### config.mk
export PLATFORM = sky130hd
export DESIGN_NAME = serial_adder
export DESIGN_NICKNAME = d
export VERILOG_FILES = /design/src/rtl/serial_adder_pkg.sv /design/src/rtl/serial_adder_fa1b.sv /design/src/rtl/serial_adder.sv
export SDC_FILE = /design/constraint.sdc
export NUM_CORES = 1
export LEC_CHECK = 0
export ABC_AREA = 1
export BUFFER_PORTS_ARGS = -buffer_cell sky130_fd_sc_hd__buf_2
export CAP_MARGIN = 20
export CORE_ASPECT_RATIO = 1.75
export CORE_MARGIN = 2
export CORE_UTILIZATION = 59
export DETAILED_ROUTE_END_ITERATION = 8
export PLACE_DENSITY = 0.83
export SLEW_MARGIN = 20
export SYNTH_ARGS = -nofsm -noshare
export SYNTH_HDL_FRONTEND = slang
export SYNTH_SLANG_ARGS = --single-unit
### constraint.sdc
create_clock -name clk -period 2 [get_ports clk]
set_input_delay 0 -clock clk [delete_from_list [all_inputs] [get_ports clk]]
set_output_delay 0 -clock clk [all_outputs]
set_load 0.005 [all_outputs]
### src/rtl/serial_adder_pkg.sv
// Shared types for the bit-serial adder: FSM state encoding and state width.
// No logic, no latency.
// No flow control; pure declarations.
package serial_adder_pkg;

   localparam int STATE_W = 2;

   typedef enum logic [STATE_W-1:0] {
      S_IDLE  = 2'd0,
      S_SHIFT = 2'd1,
      S_DONE  = 2'd2
   } state_e;

endpackage

### src/rtl/serial_adder_fa1b.sv
// fa1b: one-bit full adder cell, the arithmetic core of the bit-serial adder.
// Latency: purely combinational.
// Backpressure: none; always evaluates its inputs.
module fa1b (
   input  logic cin,
   input  logic x,
   input  logic y,
   output logic cout,
   output logic s
);

   // Sum and majority carry of the three input bits.
   assign s    = x ^ y ^ cin;
   assign cout = (x & y) | (cin & (x ^ y));

endmodule

### src/rtl/serial_adder.sv
// serial_adder: WIDTH-bit adder processing one LSB-first bit pair per cycle through fa1b.
// Latency: WIDTH cycles from accepted start to done; one add per WIDTH+1 cycles, back-to-back from DONE.
// Backpressure: start is ignored while busy; results are held until the next completion.
// Optional: define SERIAL_ADD_OVF_EN to add the signed-overflow output ovf.
module serial_adder
   import serial_adder_pkg::*;
#(
   parameter int WIDTH = 8
) (
   input  logic             clk,
   input  logic             rst_n,
   input  logic             start,
   input  logic [WIDTH-1:0] a,
   input  logic [WIDTH-1:0] b,
   input  logic             cin,
   output logic             busy,
   output logic             done,
   output logic [WIDTH-1:0] sum,
   output logic             cout
`ifdef SERIAL_ADD_OVF_EN
   ,
   output logic             ovf
`endif
);

   localparam int               CNT_W    = $clog2(WIDTH);
   localparam logic [CNT_W-1:0] CNT_LAST = CNT_W'(WIDTH - 1);

   state_e           state_q, state_d;
   logic [WIDTH-1:0] a_sr_q, a_sr_d;
   logic [WIDTH-1:0] b_sr_q, b_sr_d;
   logic [WIDTH-1:0] s_sr_q, s_sr_d;
   logic             carry_q, carry_d;
   logic [CNT_W-1:0] cnt_q, cnt_d;
   logic [WIDTH-1:0] sum_q, sum_d;
   logic             cout_q, cout_d;
`ifdef SERIAL_ADD_OVF_EN
   logic             ovf_q, ovf_d;
`endif

   logic fa_cout;
   logic fa_s;
   logic load_c;

   fa1b u_fa (
      .cin  (carry_q),
      .x    (a_sr_q[0]),
      .y    (b_sr_q[0]),
      .cout (fa_cout),
      .s    (fa_s)
   );

   // Next-state: operand load on accepted start, one bit step per SHIFT cycle, result capture on the last step.
   always_comb begin
      state_d = state_q;
      a_sr_d  = a_sr_q;
      b_sr_d  = b_sr_q;
      s_sr_d  = s_sr_q;
      carry_d = carry_q;
      cnt_d   = cnt_q;
      sum_d   = sum_q;
      cout_d  = cout_q;
`ifdef SERIAL_ADD_OVF_EN
      ovf_d   = ovf_q;
`endif
      load_c  = 1'b0;

      case (state_q)
         S_IDLE: begin
            load_c = start;
         end
         S_SHIFT: begin
            a_sr_d  = a_sr_q >> 1;
            b_sr_d  = b_sr_q >> 1;
            s_sr_d  = {fa_s, s_sr_q[WIDTH-1:1]};
            carry_d = fa_cout;
            if (cnt_q == CNT_LAST) begin
               // Last step: the result register takes the sum including this bit,
               // so partial sums never reach the outputs.
               sum_d   = {fa_s, s_sr_q[WIDTH-1:1]};
               cout_d  = fa_cout;
`ifdef SERIAL_ADD_OVF_EN
               // carry_q during the last step is the carry into the MSB.
               ovf_d   = carry_q ^ fa_cout;
`endif
               cnt_d   = '0;
               state_d = S_DONE;
            end else begin
               cnt_d = cnt_q + CNT_W'(1);
            end
         end
         S_DONE: begin
            load_c = start;
            if (!start) begin
               state_d = S_IDLE;
            end
         end
         default: begin
            state_d = S_IDLE;
         end
      endcase

      if (load_c) begin
         a_sr_d  = a;
         b_sr_d  = b;
         carry_d = cin;
         cnt_d   = '0;
         state_d = S_SHIFT;
      end
   end

   // State and datapath registers; reset aborts any add in flight and clears results.
   always_ff @(posedge clk or negedge rst_n) begin
      if (!rst_n) begin
         state_q <= S_IDLE;
         a_sr_q  <= '0;
         b_sr_q  <= '0;
         s_sr_q  <= '0;
         carry_q <= 1'b0;
         cnt_q   <= '0;
         sum_q   <= '0;
         cout_q  <= 1'b0;
`ifdef SERIAL_ADD_OVF_EN
         ovf_q   <= 1'b0;
`endif
      end else begin
         state_q <= state_d;
         a_sr_q  <= a_sr_d;
         b_sr_q  <= b_sr_d;
         s_sr_q  <= s_sr_d;
         carry_q <= carry_d;
         cnt_q   <= cnt_d;
         sum_q   <= sum_d;
         cout_q  <= cout_d;
`ifdef SERIAL_ADD_OVF_EN
         ovf_q   <= ovf_d;
`endif
      end
   end

   assign busy = (state_q == S_SHIFT);
   assign done = (state_q == S_DONE);
   assign sum  = sum_q;
   assign cout = cout_q;
`ifdef SERIAL_ADD_OVF_EN
   assign ovf  = ovf_q;
`endif

endmodule

# --- Yosys cells after proc, flatten, opt, wreduce, memory -nomap -nowiden ---
# Cells that the tools add are included.
op_classes:
  add_sub_neg: 1
  bitwise: 5
  n_eq_ne: 6
  reduce_logical: 5
  muxes: 14
ops:
  columns: ["op", "count"]
  rows:
  - ["8-bit 2-to-1 mux", 4]
  - ["3-bit 2-to-1 mux", 3]
  - ["2-bit 2-to-1 mux", 3]
  - ["2-bit one-hot mux with 3 select lines", 1]
  - ["3-bit by 1-bit adder with 3-bit output, second input constant", 1]
  - ["3-bit equality test, second input constant", 1]
  - ["1-bit 2-to-1 mux", 3]
  - ["3-bit by 1-bit != test with 1-bit output, second input constant", 1]
  - ["3-bit by 2-bit != test with 1-bit output, second input constant", 1]
  - ["3-bit AND reduction", 1]
  - ["1-bit bitwise AND", 2]
  - ["2-bit by 1-bit equality test with 1-bit output, second input constant", 1]
  - ["2-bit equality test, second input constant", 1]
  - ["2-bit logical NOT", 1]
  - ["2-bit != test, second input constant", 1]
  - ["2-bit AND reduction", 1]
  - ["2-bit nonzero test", 1]
  - ["2-bit OR reduction", 1]
  - ["1-bit bitwise XOR", 2]
  - ["1-bit OR", 1]
word_totals:
  register_bits: 39
  out_inout_bits: 11
  word_cells: 39
  in_bits: 20

# --- Depth between registers and ports, before layout ---
depth:
  word_depth: 5
  mapped_depth: 7
  depth_no_buf: 6

# --- Cells and area by module ---
# From an unflattened synthesis, not the netlist that was laid out.
hier_totals:
  cells_unflattened: 214
  area_unflattened_um2: 1765.4
by_module_without_submodules:
  columns: ["mod", "instances", "area_each_um2", "cells_per_inst", "seq_area_each_um2"]
  rows:
  - ["serial_adder", 1, 1745.4, 213, 950.9]
  - ["fa1b", 1, 20.0, 1, 0.0]

# --- Worst setup path after synthesis ---
# OpenSTA, ideal clock, no wires.
synth_path:
  path_kind: "register to register"
  start: "register cnt_q[0]"
  end: "register cout_q, in the netlist cout"
  arrival_time_ns: 1.116
  slack_ns: 0.819
  path_buffers: 0
  required_ns: 1.935
  stages_incl_launch_ff: 7
  period_less_slack_ns: 1.181
  setup_time_ns: 0.065
  path_cell_list: "dfrtp_1 -> ha_1 -> ha_1 -> nand2_1 -> nor2_2 -> nand2_1 -> nand2_1"
synth_between:
  elab_chain_len: 2
synth_lines:
  columns: ["item", "line", "text"]
  rows:
  - ["from (decl)", "serial_adder.sv:34", "logic [CNT_W-1:0] cnt_q, cnt_d;"]
  - ["from (signal assigned)", "serial_adder.sv:132", "cnt_q <= cnt_d;"]
  - ["3-bit equality test", "serial_adder.sv:77", "if (cnt_q == CNT_LAST) begin"]
  - ["2-bit AND reduction (no line)", null, null]
  - ["to (signal assigned)", "serial_adder.sv:134", "cout_q <= cout_d;"]
  - ["to (decl)", "serial_adder.sv:36", "logic cout_q, cout_d;"]
# Every way passes these cells.
# A chain may end at the register's enable or synchronous reset.

# --- Worst setup path after layout ---
layout_path:
  start: "register state_q[1]"
  end: "register s_sr_q[6]"
layout_between:
  elab_chain_len: 1
layout_lines:
  columns: ["item", "line", "text"]
  rows:
  - ["from (decl)", "serial_adder.sv:29", "state_e state_q, state_d;"]
  - ["from (signal assigned)", "serial_adder.sv:127", "state_q <= state_d;"]
  - ["2-bit by 1-bit equality test with 1-bit output", "serial_adder.sv:68", "case (state_q)"]
  - ["to (signal assigned)", "serial_adder.sv:130", "s_sr_q <= s_sr_d;"]
  - ["to (decl)", "serial_adder.sv:32", "logic [WIDTH-1:0] s_sr_q, s_sr_d;"]
# Every way passes these cells.

==> out/metrics.yaml <==
outcome:
  status: "finished clean"
routing:
  first_pass_iters: 4
  wirelength_mm: 3.41
  postRouteAntennaNets: 0
  dr_wl_met2_mm: 1.87
  avgRoutedWirePerCell_microns: 12.6
  drtIter0Drc: 41
  dr_total_vias: 1489
  top_layer: "met4"
  via_per_inst: 5.49
  wl_met1_mm: 1.34
  drcViolationCount: 0
  met3_length_microns: 127
floorplan:
  die_w_microns: 45.4
  initial_core_util: 0.610
  io-pin-count: 31
  die_area_sq_um: 3460
  rows: 26
  core_area_sq_um: 2900
  chipHeight_microns: 76.4
sta:
  slew_headroom: 0.451
  skew_ps: 3.59
  fin_crit_sh: 0.733
  setup_ws_ps: 534
  setup_tns_ps: 0
  fin_crit_ps: 1470
  slew_viol_final: 0
  hold_violations: 0
  max_slew.worst_pin.slew_ps: 823
  rsz0062_at_grt: "no"
  setup_violations: 0
  fmaxAchievable_mhz: 682
placement:
  port_buffers: 30
  gp_congestion: 0.788
  dpl.hpwl_mm: 2.29
  place_ws_ps: 566
logic_synthesis:
  synth_fa_ha_area_frac: 0.0255
  synth.net_count: 237
  synth_top_family_by_area: "simple AND/OR/NAND/NOR gates"
  synth_seq_cells: 38
  synth_cells: 214
  avgSynthCellArea_sq_um: 8.25
  synth-simple-area-share: 0.328
  ys_types: 15
  synth_compound_area_frac: 0.0198
  synth_xor_area_frac: 0
  syn_area_sq_um: 1770
  synthMuxAreaShare: 0
  ys_warn_count: 0
  ys_seq_area_frac: 0.539
critical_path:
  cp.arrival_ps: 1610
  cpPeakStageDelay_ps: 430
  cp-start-kind: "flip-flop"
  crit_type: "flip-flop to flip-flop"
  worstPathRequired_ps: 2140
  cp-end-kind: "flip-flop"
  crit_path_top_delay_cell: "dfrtp_1"
  critPathMaxFanout: 28
  r2r_cells: 4
  cp_cell_sequence: "inv_2, nand2_2, nand2_1, o21ai_0"
cts:
  cts.path.max_buffers: 2
  htreeDepth: 2
  post_cts_resize_count: 0
  cts_sinks: 38
  postCtsSetupRepairBufs: 0
  cts_tree: "done"
  clk_latency_ps: 280
  cts-root-buf: "clkbuf_8"
  path_clk_slew_ps: 70
  numCtsBuffers: 5
final_layout:
  layout_common_cells: "nand2_1 (76), nand3_1 (51), dfrtp_1 (38)"
  area_delta_synth_final_pct: 13.0
  n_antenna_cell: 0
  drive_gt1_frac: 0.181
  fin_nets: 267
  final_common_cell: "nand2_1"
  fillers: 235
grt:
  grt_max_degree: 39
  grt_pass1_wl_mm: 6.13
  grt-ovfl-total: 0
  grt_pass1_vias: 1550
  antenna_found_initial: 0
  track_usage: 0.234
min_path:
  worstHoldPathCells: 5
  min_path_type: "input pin to flip-flop"
job:
  maxCapViolations: 0
power_and_ir_drop:
  power.density_nw_per_um2: 1460
  max-vdd-ir-drop_uv: 1210
  p_leak_nw: 1.14
flip-flops by register name (all words and copies together) (netlist names):
| signal | cells |
|---|---|
| a_sr_q | 8 |
| b_sr_q | 8 |
| sum | 8 |
| s_sr_q | 7 |
| cnt_q | 3 |
| state_q | 2 |
| carry_q | 1 |
| cout | 1 |
power by group:
part | internal [mW] | switching [mW]
registers | 1.11 | 0.199
clock network | 0.266 | 0.239
logic | 0.418 | 0.688
total | 1.79 | 1.13
routing by layer:
metal  vias to the layer above  track usage
li1                        729            -
met1                       711        0.246
met2                        40        0.416
met3                         9       0.0569
met4                         0       0.0941
met5                         -            0
metrics by stage:
step | cells | instance area, sq um | power, mW | util | hold slack, ps
3_3_place_gp | 262 | 1880 | 2.39 | 0.650 | 142
6_report | 271 | 1990 | 2.92 | 0.689 | 19.1
3_5_place_dp | 262 | 1880 | 2.43 | 0.650 | 144
4_1_cts | 271 | 1990 | 2.95 | 0.689 | 14.8
2_1_floorplan | 214 | 1770 | 2.17 | - | -296
5_1_grt | 271 | 1990 | 3.21 | 0.689 | 47.0
cell usage after synthesis:
library cell	count	area, sq um
dfrtp_1	38	951
nor2_1	2	7.51
ha_1	2	25.0
clkbuf_2	1	5.00
nand2_2	3	18.8
buf_6	1	11.3
o21ai_0	7	35.0
nand3_1	51	255
nor2_2	2	12.5
buf_4	6	45.0
fa_1	1	20.0
inv_2	2	7.51
nand2_1	76	285
buf_2	3	15.0
inv_1	19	71.3
kinds of logic after synthesis:
kind of cell,count (synthesis)
AND/OR/NAND/NOR,134
flip-flops,38
buffers and inverters,32
AO/OA/AOI/OAI,7
adder cells (fa/ha/maj),3
worst max-delay path, delay by kind of cell, from the launching register on:
family / cells / cell delay (ps)
AND/OR/NAND/NOR: 2 / 530
buffers and inverters: 1 / 260
AO/OA/AOI/OAI: 1 / 100
flip-flops: 1 / 430
path summary, 6_finish.rpt:
kind	slack, ps	to	from
worst min register to register	470	sum[5]	sum[5]
worst max register to register	530	s_sr_q[6]	state_q[1]
worst min-delay path	20	a_sr_q[0]	a[0]
worst max-delay path	530	s_sr_q[6]	state_q[1]
max in group asynchronous	1130	cout	rst_n
min in group asynchronous	350	s_sr_q[2]	rst_n
cell type report:
type | count | area (sq um) | share of cell area
Clock buffer | 6 | 82.6 | 0.0414
Inverter | 21 | 78.8 | 0.0395
Multi-Input combinational cell | 144 | 659 | 0.331
Sequential cell | 38 | 951 | 0.477
Tap cell | 28 | 35.0 | 0.0176
Timing Repair Buffer | 34 | 188 | 0.0941
what timing repair did:
action | 4_1_cts | 5_1_grt
setup endpoints to repair | 0 | 0
endpoints found under the hold margin | 40 | 0
hold buffers | 3 | 0
No activity file was read; power rests on OpenSTA's default activity.
